## config.mk

```make
export PLATFORM = sky130hd
export DESIGN_NAME = gpioemu_n
export DESIGN_NICKNAME = d
export VERILOG_FILES = /design/src/rtl/gpioemu_pkg.sv /design/src/rtl/gpioemu_sync_edge.sv /design/src/rtl/gpioemu_n.sv
export SDC_FILE = /design/constraint.sdc
export NUM_CORES = 1
export LEC_CHECK = 0
export CAP_MARGIN = 20
export CORE_UTILIZATION = 41
export DETAILED_ROUTE_END_ITERATION = 7
export DONT_BUFFER_PORTS = 1
export GPL_ROUTABILITY_DRIVEN = 0
export PLACE_DENSITY_LB_ADDON = 0.15
export SETUP_SLACK_MARGIN = 0.3
export SYNTH_ARGS = -nofsm -noshare
export SYNTH_HDL_FRONTEND = slang
export SYNTH_SLANG_ARGS = --single-unit
```

## constraint.sdc

```tcl
create_clock -name clk -period 5.1 [get_ports clk]
set_input_delay 1.02 -clock clk [delete_from_list [all_inputs] [get_ports clk]]
set_output_delay 1.02 -clock clk [all_outputs]
set_load 0.02 [all_outputs]
```

## src/rtl/gpioemu_pkg.sv

```systemverilog
// Shared types and register-map helpers for the gpioemu_n peripheral.
// Offsets are byte offsets from BASE_ADDR and scale with the argument count.
package gpioemu_pkg;

    typedef enum logic [1:0] {
        ST_IDLE = 2'd0,
        ST_LOAD = 2'd1,
        ST_MUL  = 2'd2,
        ST_FIN  = 2'd3
    } state_e;

    localparam int STAT_BUSY = 0;
    localparam int STAT_DONE = 1;
    localparam int STAT_OVF  = 2;
    localparam int STAT_ERR  = 3;

    function automatic int off_cnt(input int n);
        return 4 * n;
    endfunction

    function automatic int off_status(input int n);
        return 4 * n + 4;
    endfunction

    function automatic int off_result(input int n);
        return 4 * n + 8;
    endfunction

    function automatic int off_gpin(input int n);
        return 4 * n + 12;
    endfunction

endpackage

```

## src/rtl/gpioemu_sync_edge.sv

```systemverilog
// Multi-flop synchroniser followed by a single-cycle rising-edge pulse.
module gpioemu_sync_edge #(
    parameter int SYNC_STAGES = 2
) (
    input  logic i_clk,
    input  logic i_rst_n,
    input  logic i_d,
    output logic o_pulse
);

    logic [SYNC_STAGES-1:0] r_sync;
    logic                   r_prev;

    always_ff @(posedge i_clk or negedge i_rst_n) begin
        if (!i_rst_n) begin
            r_sync <= '0;
            r_prev <= 1'b0;
        end else begin
            r_sync <= {r_sync[SYNC_STAGES-2:0], i_d};
            r_prev <= r_sync[SYNC_STAGES-1];
        end
    end

    assign o_pulse = r_sync[SYNC_STAGES-1] & ~r_prev;

endmodule

```

## src/rtl/gpioemu_n.sv

```systemverilog
// GPIO emulator peripheral: argument bank, sequential shift-add multiply chain,
// status/counter registers and a latched GPIO input snapshot on a 12-bit bus.
module gpioemu_n
    import gpioemu_pkg::*;
#(
    parameter logic [11:0] BASE_ADDR   = 12'h210,
    parameter int          NUM_ARGS    = 2,
    parameter int          GPIO_W      = 8,
    parameter int          SYNC_STAGES = 2
) (
    input  logic              clk,
    input  logic              n_reset,
    input  logic [11:0]       saddress,
    input  logic              srd,
    input  logic              swr,
    input  logic [31:0]       sdata_in,
    output logic [31:0]       sdata_out,
    input  logic [GPIO_W-1:0] gpio_in,
    input  logic              gpio_latch,
    output logic [GPIO_W-1:0] gpio_out,
    output logic [31:0]       gpio_in_s_insp
);

    localparam int IDX_W = $clog2(NUM_ARGS);
    localparam logic [IDX_W-1:0] LAST_IDX = IDX_W'(NUM_ARGS - 1);

    logic [31:0]       r_args [NUM_ARGS];
    logic [31:0]       r_cnt, r_result, r_acc, r_sdata_out;
    logic [63:0]       r_prod;
    logic [4:0]        r_bit;
    logic [IDX_W-1:0]  r_idx;
    logic              r_done, r_ovf, r_err;
    logic [GPIO_W-1:0] r_gpin, r_gpio_out;
    state_e            r_state;

    logic w_rd_p, w_wr_p, w_latch_p, w_rd, w_wr;
    logic [11:0] w_off;
    logic w_in_win, w_sel_arg, w_sel_cnt, w_sel_stat, w_sel_res, w_sel_gpin;
    logic [IDX_W-1:0] w_arg_idx;
    logic w_busy, w_fin, w_start;
    logic [31:0] w_rdata;
    logic [63:0] w_addend, w_sum;

    gpioemu_sync_edge #(.SYNC_STAGES(SYNC_STAGES)) u_sync_rd (
        .i_clk(clk), .i_rst_n(n_reset), .i_d(srd), .o_pulse(w_rd_p));
    gpioemu_sync_edge #(.SYNC_STAGES(SYNC_STAGES)) u_sync_wr (
        .i_clk(clk), .i_rst_n(n_reset), .i_d(swr), .o_pulse(w_wr_p));
    gpioemu_sync_edge #(.SYNC_STAGES(SYNC_STAGES)) u_sync_latch (
        .i_clk(clk), .i_rst_n(n_reset), .i_d(gpio_latch), .o_pulse(w_latch_p));

    // A simultaneous read and write performs only the write.
    assign w_wr = w_wr_p;
    assign w_rd = w_rd_p & ~w_wr_p;

    assign w_off      = saddress - BASE_ADDR;
    assign w_in_win   = (saddress >= BASE_ADDR) && (w_off[1:0] == 2'b00);
    assign w_sel_arg  = w_in_win && (w_off < 12'(off_cnt(NUM_ARGS)));
    assign w_sel_cnt  = w_in_win && (w_off == 12'(off_cnt(NUM_ARGS)));
    assign w_sel_stat = w_in_win && (w_off == 12'(off_status(NUM_ARGS)));
    assign w_sel_res  = w_in_win && (w_off == 12'(off_result(NUM_ARGS)));
    assign w_sel_gpin = w_in_win && (w_off == 12'(off_gpin(NUM_ARGS)));
    assign w_arg_idx  = w_off[IDX_W+1:2];

    assign w_busy  = (r_state != ST_IDLE);
    assign w_fin   = (r_state == ST_FIN);
    assign w_start = w_wr && w_sel_arg && !w_busy && (w_arg_idx == LAST_IDX);

    assign w_addend = r_args[r_idx][r_bit] ? (64'(r_acc) << r_bit) : 64'd0;
    assign w_sum    = r_prod + w_addend;

    // Read mux; done is masked while the FIN update is landing.
    always_comb begin
        w_rdata = 32'd0;
        if (w_sel_arg) begin
            w_rdata = r_args[w_arg_idx];
        end else if (w_sel_cnt) begin
            w_rdata = r_cnt;
        end else if (w_sel_stat) begin
            w_rdata[STAT_BUSY] = w_busy;
            w_rdata[STAT_DONE] = r_done & ~w_fin;
            w_rdata[STAT_OVF]  = r_ovf;
            w_rdata[STAT_ERR]  = r_err;
        end else if (w_sel_res) begin
            w_rdata = r_result;
        end else if (w_sel_gpin) begin
            w_rdata = 32'(r_gpin);
        end else begin
            w_rdata = 32'd0;
        end
    end

    always_ff @(posedge clk or negedge n_reset) begin
        if (!n_reset) begin
            for (int i = 0; i < NUM_ARGS; i++) r_args[i] <= 32'd0;
            r_cnt       <= 32'd0;
            r_done      <= 1'b0;
            r_err       <= 1'b0;
            r_gpin      <= '0;
            r_sdata_out <= 32'd0;
        end else begin
            if (w_latch_p) r_gpin <= gpio_in;
            if (w_wr && w_sel_arg && !w_busy) r_args[w_arg_idx] <= sdata_in;
            // A bus write to CNT overrides the completion increment.
            if (w_wr && w_sel_cnt) r_cnt <= sdata_in;
            else if (w_fin)        r_cnt <= r_cnt + 32'd1;
            if (w_fin)                    r_done <= 1'b1;
            else if (w_rd && w_sel_stat)  r_done <= 1'b0;
            if (w_wr && w_sel_arg && w_busy) r_err <= 1'b1;
            else if (w_rd && w_sel_stat)     r_err <= 1'b0;
            if (w_rd) r_sdata_out <= w_rdata;
        end
    end

    always_ff @(posedge clk or negedge n_reset) begin
        if (!n_reset) begin
            r_state    <= ST_IDLE;
            r_idx      <= '0;
            r_bit      <= 5'd0;
            r_acc      <= 32'd0;
            r_prod     <= 64'd0;
            r_ovf      <= 1'b0;
            r_result   <= 32'd0;
            r_gpio_out <= '0;
        end else begin
            case (r_state)
                ST_IDLE: begin
                    if (w_start) r_state <= ST_LOAD;
                end
                ST_LOAD: begin
                    r_acc   <= r_args[0];
                    r_idx   <= IDX_W'(1);
                    r_bit   <= 5'd0;
                    r_prod  <= 64'd0;
                    r_ovf   <= 1'b0;
                    r_state <= ST_MUL;
                end
                ST_MUL: begin
                    if (r_bit == 5'd31) begin
                        if (w_sum[63:32] != 32'd0) r_ovf <= 1'b1;
                        r_acc  <= w_sum[31:0];
                        r_prod <= 64'd0;
                        r_bit  <= 5'd0;
                        if (r_idx == LAST_IDX) r_state <= ST_FIN;
                        else                   r_idx   <= r_idx + IDX_W'(1);
                    end else begin
                        r_prod <= w_sum;
                        r_bit  <= r_bit + 5'd1;
                    end
                end
                ST_FIN: begin
                    r_result   <= r_acc;
                    r_gpio_out <= r_acc[GPIO_W-1:0];
                    r_state    <= ST_IDLE;
                end
                default: r_state <= ST_IDLE;
            endcase
        end
    end

    assign sdata_out      = r_sdata_out;
    assign gpio_out       = r_gpio_out;
    assign gpio_in_s_insp = 32'(r_gpin);

endmodule
```

==> results.cfg, run 1 <==
[floorplan]
fp.coreArea_sq_um = 46500
ios = 129
die_h_microns = 219
die_area_sq_um = 48000
initial_core_util_pct = 41.6
rows = 79
die_w_microns = 219

[yosys]
synth_cell_types = 89
synth_ff_type = dfrtp_1
synth.largest_area_cell = dfrtp_1
yosys_warnings = 0
synth_top_area_share_pct = 36.8
syn_area_sq_um = 19300
synth.avg_cell_area_sq_um = 9.60
ys_seq_elements = 284
async_flop_share_pct = 100
yosys-top-cells-area = dfrtp_1 (37%), mux2_2 (7.1%), mux2i_1 (4.8%)
synth_edf_count = 0
yosysSeqAreaShare_pct = 36.8
syn_inst = 2011

[global_routing]
grt_max_degree = 285
grt_pass1_vias = 17300
gr-total-overflow = 0
antenna_found_initial = 0
grt_usage_pct = 27.5
grt_pass1_wl_microns = 101000

[routing]
drt_pass1_iterations = 7
via_count = 17100
viasPerCell = 5.95
drt_iter0_drc = 1191
avgRoutedWirePerCell_microns = 22.9
remaining_drc_errors = 0
detail-route-antenna-nets = 0
routed_wl_microns = 66000

[min_path]
hold_path_class = primary input to async pin

[timing]
fmax_ghz = 0.185
rsz0062_at_grt = true
whs_ns = 0.179
period_minus_slack_ns = 5.40
slew_violations = 0
hold_viol = 0
skew_ns = 0.0304
worst_pin_slew_ns = 1.08
slew_headroom_pct = 27.7
final-setup-viol-count = 3
min_period_over_period_pct = 106
fin_ws_ns = -0.299

[clock_network]
cts.sinks = 284
ctsHtreeMaxLevel = 2
clkLatencyLatePin_ns = 0.58
clk_pin_slew_worst_paths_ns = 0.05
root_buffer = clkbuf_16
cts_made_buffers = 36
ctsHoldBuffers = 0
cts_buffer_depth = 3
cts_tree = yes

[job]
cap_viol_max_count = 0

[power]
p_leak_nw = 11.1
vdd_drop_max_uv = 257
p_per_area_nw_per_um2 = 217
finalPower_mw = 5.24

[final_layout]
n_fill_cell = 4305
most-common-layout-cells = buf_4 (299), dfrtp_1 (281), nand2_1 (179)
nets = 2377
final_layout_size_suffix_gt1_share_pct = 31.4
area_growth_pct = 25.4
fin_util_pct = 52.1
diodes = 0
final_common_cell = buf_4

[worst_setup_path]
cp_max_fo = 7
end_kind = flip-flop
required_ns = 5.52
critPathKind = flip-flop to flip-flop
worstPathArrival_ns = 5.82
startpoint_type = flip-flop

[place]
portBuffers = 0
dp_hpwl_microns = 48700

[run_status]
outcome = finished, violations left
violations = negative setup slack
critical path, stage by stage (launching register included):
cell	delay [ns]
dfrtp_2	0.46
buf_12	0.16
mux4_2	0.51
mux4_2	0.54
nand2_2	0.10
nand2_2	0.06
nand2_2	0.07
and2_4	0.23
buf_12	0.15
a211oi_1	0.05
ha_1	0.34
buf_6	0.13
nand4_1	0.19
nor3_2	0.28
nand3b_1	0.15
and2_4	0.21
or4_4	0.43
a21o_1	0.20
a21oi_2	0.16
buf_4	0.14
a41oi_2	0.12
xor2_1	0.18
and4_1	0.24
a41oi_2	0.12
through the flow:
step	TNS, ns	setup slack (ns)	area (sq um)	instances
CTS	-0.255	-0.218	23400	2857
global route	-1.24	-0.401	24200	2878
floorplan	0	0.241	19400	2034
detailed placement	-0.568	-0.495	21700	2770
global placement	-0.445	-0.442	21700	2769
finish	-0.676	-0.299	24200	2878
power breakdown:
part / total (mW) / switching, mW / internal [mW]
clock network: 2.89 / 1.10 / 1.79
registers: 2.29 / 0.0243 / 2.27
logic: 0.0578 / 0.0358 / 0.0221
total: 5.24 / 1.16 / 4.08
synthesized netlist by cell type, drive strengths merged (10+ instances only):
library cell / instances
xnor2: 35
clkbuf: 95
mux4: 40
o21ai: 119
o22a: 10
and2: 11
a221oi: 37
nor3: 21
and3: 17
mux2i: 92
o2bb2ai: 27
nor2b: 32
a21o: 58
buf: 65
dfrtp: 284
a22o: 32
xor2: 53
nand2: 192
inv: 25
nand2b: 14
nand3: 33
nor2: 175
mux2: 122
nand4: 30
o21a: 12
a21oi: 149
a211oi: 41
ha: 73
layer usage:
metal / track usage [%] / vias to the layer above / wire [microns]
li1: - / 7873 / -
met1: 35.6 / 8511 / 28000
met2: 45.6 / 580 / 31700
met3: 3.73 / 171 / 3150
met4: 12.8 / 0 / 3170
met5: 0 / - / 0
path summary, 6_finish.rpt:
check,from,to,slack (ns),depth (start not counted)
worst max-delay path,r_idx,r_ovf,-0.30,23
worst min-delay path,n_reset,r_prod[54],0.18,0
worst max register to register,r_idx,r_ovf,-0.30,23
worst min register to register,u_sync_wr.r_sync[0],u_sync_wr.r_sync[1],0.35,0
max in group asynchronous,n_reset,r_args[8],4.07,0
min in group clk,u_sync_wr.r_sync[0],u_sync_wr.r_sync[1],0.35,0
sequential cells by signal (all words and copies together), names as in the netlist:
register,count
u_sync_latch.r_prev,1
sdata_out,32
r_result,32
r_bit,5
r_cnt,32
r_args,64
r_err,1
r_idx,1
r_ovf,1
u_sync_latch.r_sync,2
r_acc,32
r_done,1
u_sync_wr.r_prev,1
r_prod,64
r_state,2
u_sync_rd.r_prev,1
u_sync_wr.r_sync,2
r_gpin,8
u_sync_rd.r_sync,2
repair_timing:
action                                  CTS  global route
pin swaps                                10            26
gates resized for setup                  40           134
hold endpoints to repair                  0             0
gates cloned                              3             0
endpoints found under the setup margin   22            45
buffers inserted                         21            21
logic make-up after synthesis:
| group | count (synthesis) | synth area share, % |
|---|---|---|
| DFF | 284 | 36.8 |
| muxes | 254 | 16.5 |
| AOI/OAI and AO/OA | 565 | 20.0 |
| other | 1 | 0.0194 |
| xor gates and xnor gates | 88 | 4.07 |
| and+or+nand+nor | 559 | 13.3 |
| buffers and inverters | 186 | 4.40 |
| adders and majority gates | 74 | 4.83 |
final cells by class:
class                      instances  area (sq um)  share of cell area, %
multi-input combinational       1564         12100                   50.1
clock buffer                      43           977                   4.04
sequential                       284          7110                   29.4
timing repair buffer             334          2760                   11.4
inverter                          26          97.6                  0.403
tap                              607           759                   3.14
clock inverter                    20           365                   1.51
(Power assumes the default switching activity.)
==> run 2: changes to the inputs <==
--- a/config.mk
+++ b/config.mk
@@ -6,7 +6,8 @@
 export NUM_CORES = 1
 export LEC_CHECK = 0
 export CAP_MARGIN = 20
-export CORE_UTILIZATION = 41
+export CORE_MARGIN = 2
+export CORE_UTILIZATION = 50
 export DETAILED_ROUTE_END_ITERATION = 7
 export DONT_BUFFER_PORTS = 1
 export GPL_ROUTABILITY_DRIVEN = 0
==> run 2 against run 1 <==
  * The run still ends with negative setup slack left
  * Flip-flop and latch count did not move
  * Critical path depth rose by 1
  * Via count rose by 0.86%
  * Clock skew fell by 0.0057 ns
  * Utilization rose by 10 points
  * Total power fell by 9.1%
  * Clock power fell by 17%
  * Count of clock-buffer cells in the layout rose by 4
  * Critical endpoint unchanged
  * Largest cell class unchanged
==> results.cfg, run 2 (synthesis gave the netlist of run 1 again) <==
[final_layout]
diodes = 0
final_common_cell = buf_4
area_growth_pct = 21.9
n_fill_cell = 3198
nets = 2358
most-common-layout-cells = buf_4 (301), dfrtp_1 (281), nand2_1 (181)
reg_top3 = r_args (64), r_prod (64)
layout.cells.non_filler = 2760
final_layout_size_suffix_gt1_share_pct = 29.8

[global_routing]
grt_usage_pct = 30.7
antenna_found_initial = 0
grt_max_degree = 285
gr-total-overflow = 0
grt_pass1_wl_microns = 97500
grt_pass1_vias = 16900

[power]
p_seq_share_pct = 48.1
finalPower_mw = 4.76
p_int_mw = 3.71
p_switching_mw = 1.06
p_leak_nw = 10.9
vdd_drop_max_uv = 284
swShare_pct = 22.2
p_per_area_nw_per_um2 = 202
power_frac_comb_pct = 1.2
p_clk_share_pct = 50.7

[timing]
fmax_ghz = 0.186
min_period_over_period_pct = 106
slew_headroom_pct = 44.3
worst_pin_slew_ns = 0.835
period_minus_slack_ns = 5.39
hold_viol = 0
rsz0062_at_grt = true
slew_violations = 0
final-setup-viol-count = 1
fin_ws_ns = -0.290
skew_ns = 0.0247

[routing]
drt_pass1_iterations = 6
detail-route-antenna-nets = 0
routed_wl_microns = 63400
via_count = 17300
viasPerCell = 6.26
remaining_drc_errors = 0
drt_iter0_drc = 1696
avgRoutedWirePerCell_microns = 23.0

[clock_network]
cts_tree = yes
clkLatencyLatePin_ns = 0.55
clk_pin_slew_worst_paths_ns = 0.06
cts_made_buffers = 34
cts.sinks = 284
cts_buffer_depth = 3
root_buffer = clkbuf_16
ctsHtreeMaxLevel = 2

[job]
cap_viol_max_count = 0

[run_status]
violations = negative setup slack
outcome = finished, violations left

[worst_setup_path]
critical_path.max_stage_delay_ns = 0.55
required_ns = 5.50
worstPathCellList = buf_12, mux4_2, mux4_2, nand2_1, nand2_1, nand2_2, and2_4, buf_12, a211oi_1, ha_1, buf_6, a21oi_4, o21ai_2, a21o_1, a221o_1, nor3_4, buf_12, buf_4, o21ai_4, a211oi_2, xor2_2, and4b_1, and4bb_1, a41oi_2
path_common_cell = buf_12
worstPathArrival_ns = 5.79
startpoint_type = flip-flop
cp_max_fo = 7
cpMaxStageDelayCell = mux4_2
critPathKind = flip-flop to flip-flop
critical-path-top-delay-family = compound AO/OA/AOI/OAI gates
end_kind = flip-flop
worst-path-buf-inv = 5

[floorplan]
rows = 71
ios = 129
die_area_sq_um = 40200
die_h_microns = 201
fp.coreArea_sq_um = 37800
die_w_microns = 201
initial_core_util_pct = 51.0

[place]
post-place-cells = 2669
dp_hpwl_microns = 46400
portBuffers = 0

[min_path]
hold_path_class = primary input to async pin
==> run 2: path summary, 6_finish.rpt <==
path / from / endpoint / slack (ns) / cells past startpoint
min: n_reset / r_bit[0] / 0.17 / 0
max: r_idx / r_ovf / -0.29 / 24
max reg2reg: r_idx / r_ovf / -0.29 / 24
min in group clk: u_sync_wr.r_sync[0] / u_sync_wr.r_sync[1] / 0.34 / 0
max in group asynchronous: n_reset / r_args[12] / 4.56 / 0
min reg2reg: u_sync_wr.r_sync[0] / u_sync_wr.r_sync[1] / 0.34 / 0
==> run 2: final cells by class <==
type | count | area, sq um | area share [%]
Multi-Input combinational cell | 1564 | 12100 | 51.2
Sequential cell | 284 | 7110 | 30.2
Timing Repair Buffer | 317 | 2540 | 10.8
Clock buffer | 47 | 951 | 4.04
Tap cell | 511 | 639 | 2.72
Clock inverter | 11 | 134 | 0.569
Inverter | 26 | 97.6 | 0.415
==> run 2: what timing repair did <==
| action | CTS | global route |
|---|---|---|
| gates resized for setup | 58 | 90 |
| setup buffers | 10 | 20 |
| setup endpoints to repair | 28 | 40 |
| endpoints found under the hold margin | 0 | 0 |
| pin swaps | 13 | 51 |
| gates cloned | 1 | 2 |
| hold buffers | 0 | 0 |
==> run 2: metal layers <==
metal | part of all wire [%] | wire, microns | GRT usage (%)
met1 | 42 | 26500 | 40.8
met2 | 47 | 29500 | 49.2
met3 | 6.9 | 4370 | 4.76
met4 | 4.9 | 3080 | 14.7
met5 | 0 | 0 | 0
==> run 2: power by group through the flow <==
stage               sequential (mW)  combinational [mW]  clock [mW]
finish                         2.29              0.0595        2.41
global route                   2.29              0.0638        2.53
CTS                            2.29              0.0594        2.45
detailed placement             2.33              0.0591           0
global placement               2.33              0.0578           0
floorplan                      2.33              0.0717           0
==> run 2: per-stage QoR <==
step	utilization (%)	hold WS [ns]	setup slack, ns	setup TNS (ns)	area, sq um
global placement	56.9	0.332	-0.497	-0.664	21500
detailed placement	56.9	0.336	-0.566	-1.05	21500
global route	62.2	0.160	-0.449	-0.640	23500
CTS	60.7	0.159	-0.154	-0.154	23000
floorplan	-	0.331	0.241	0	19400
finish	62.2	0.173	-0.290	-0.290	23500
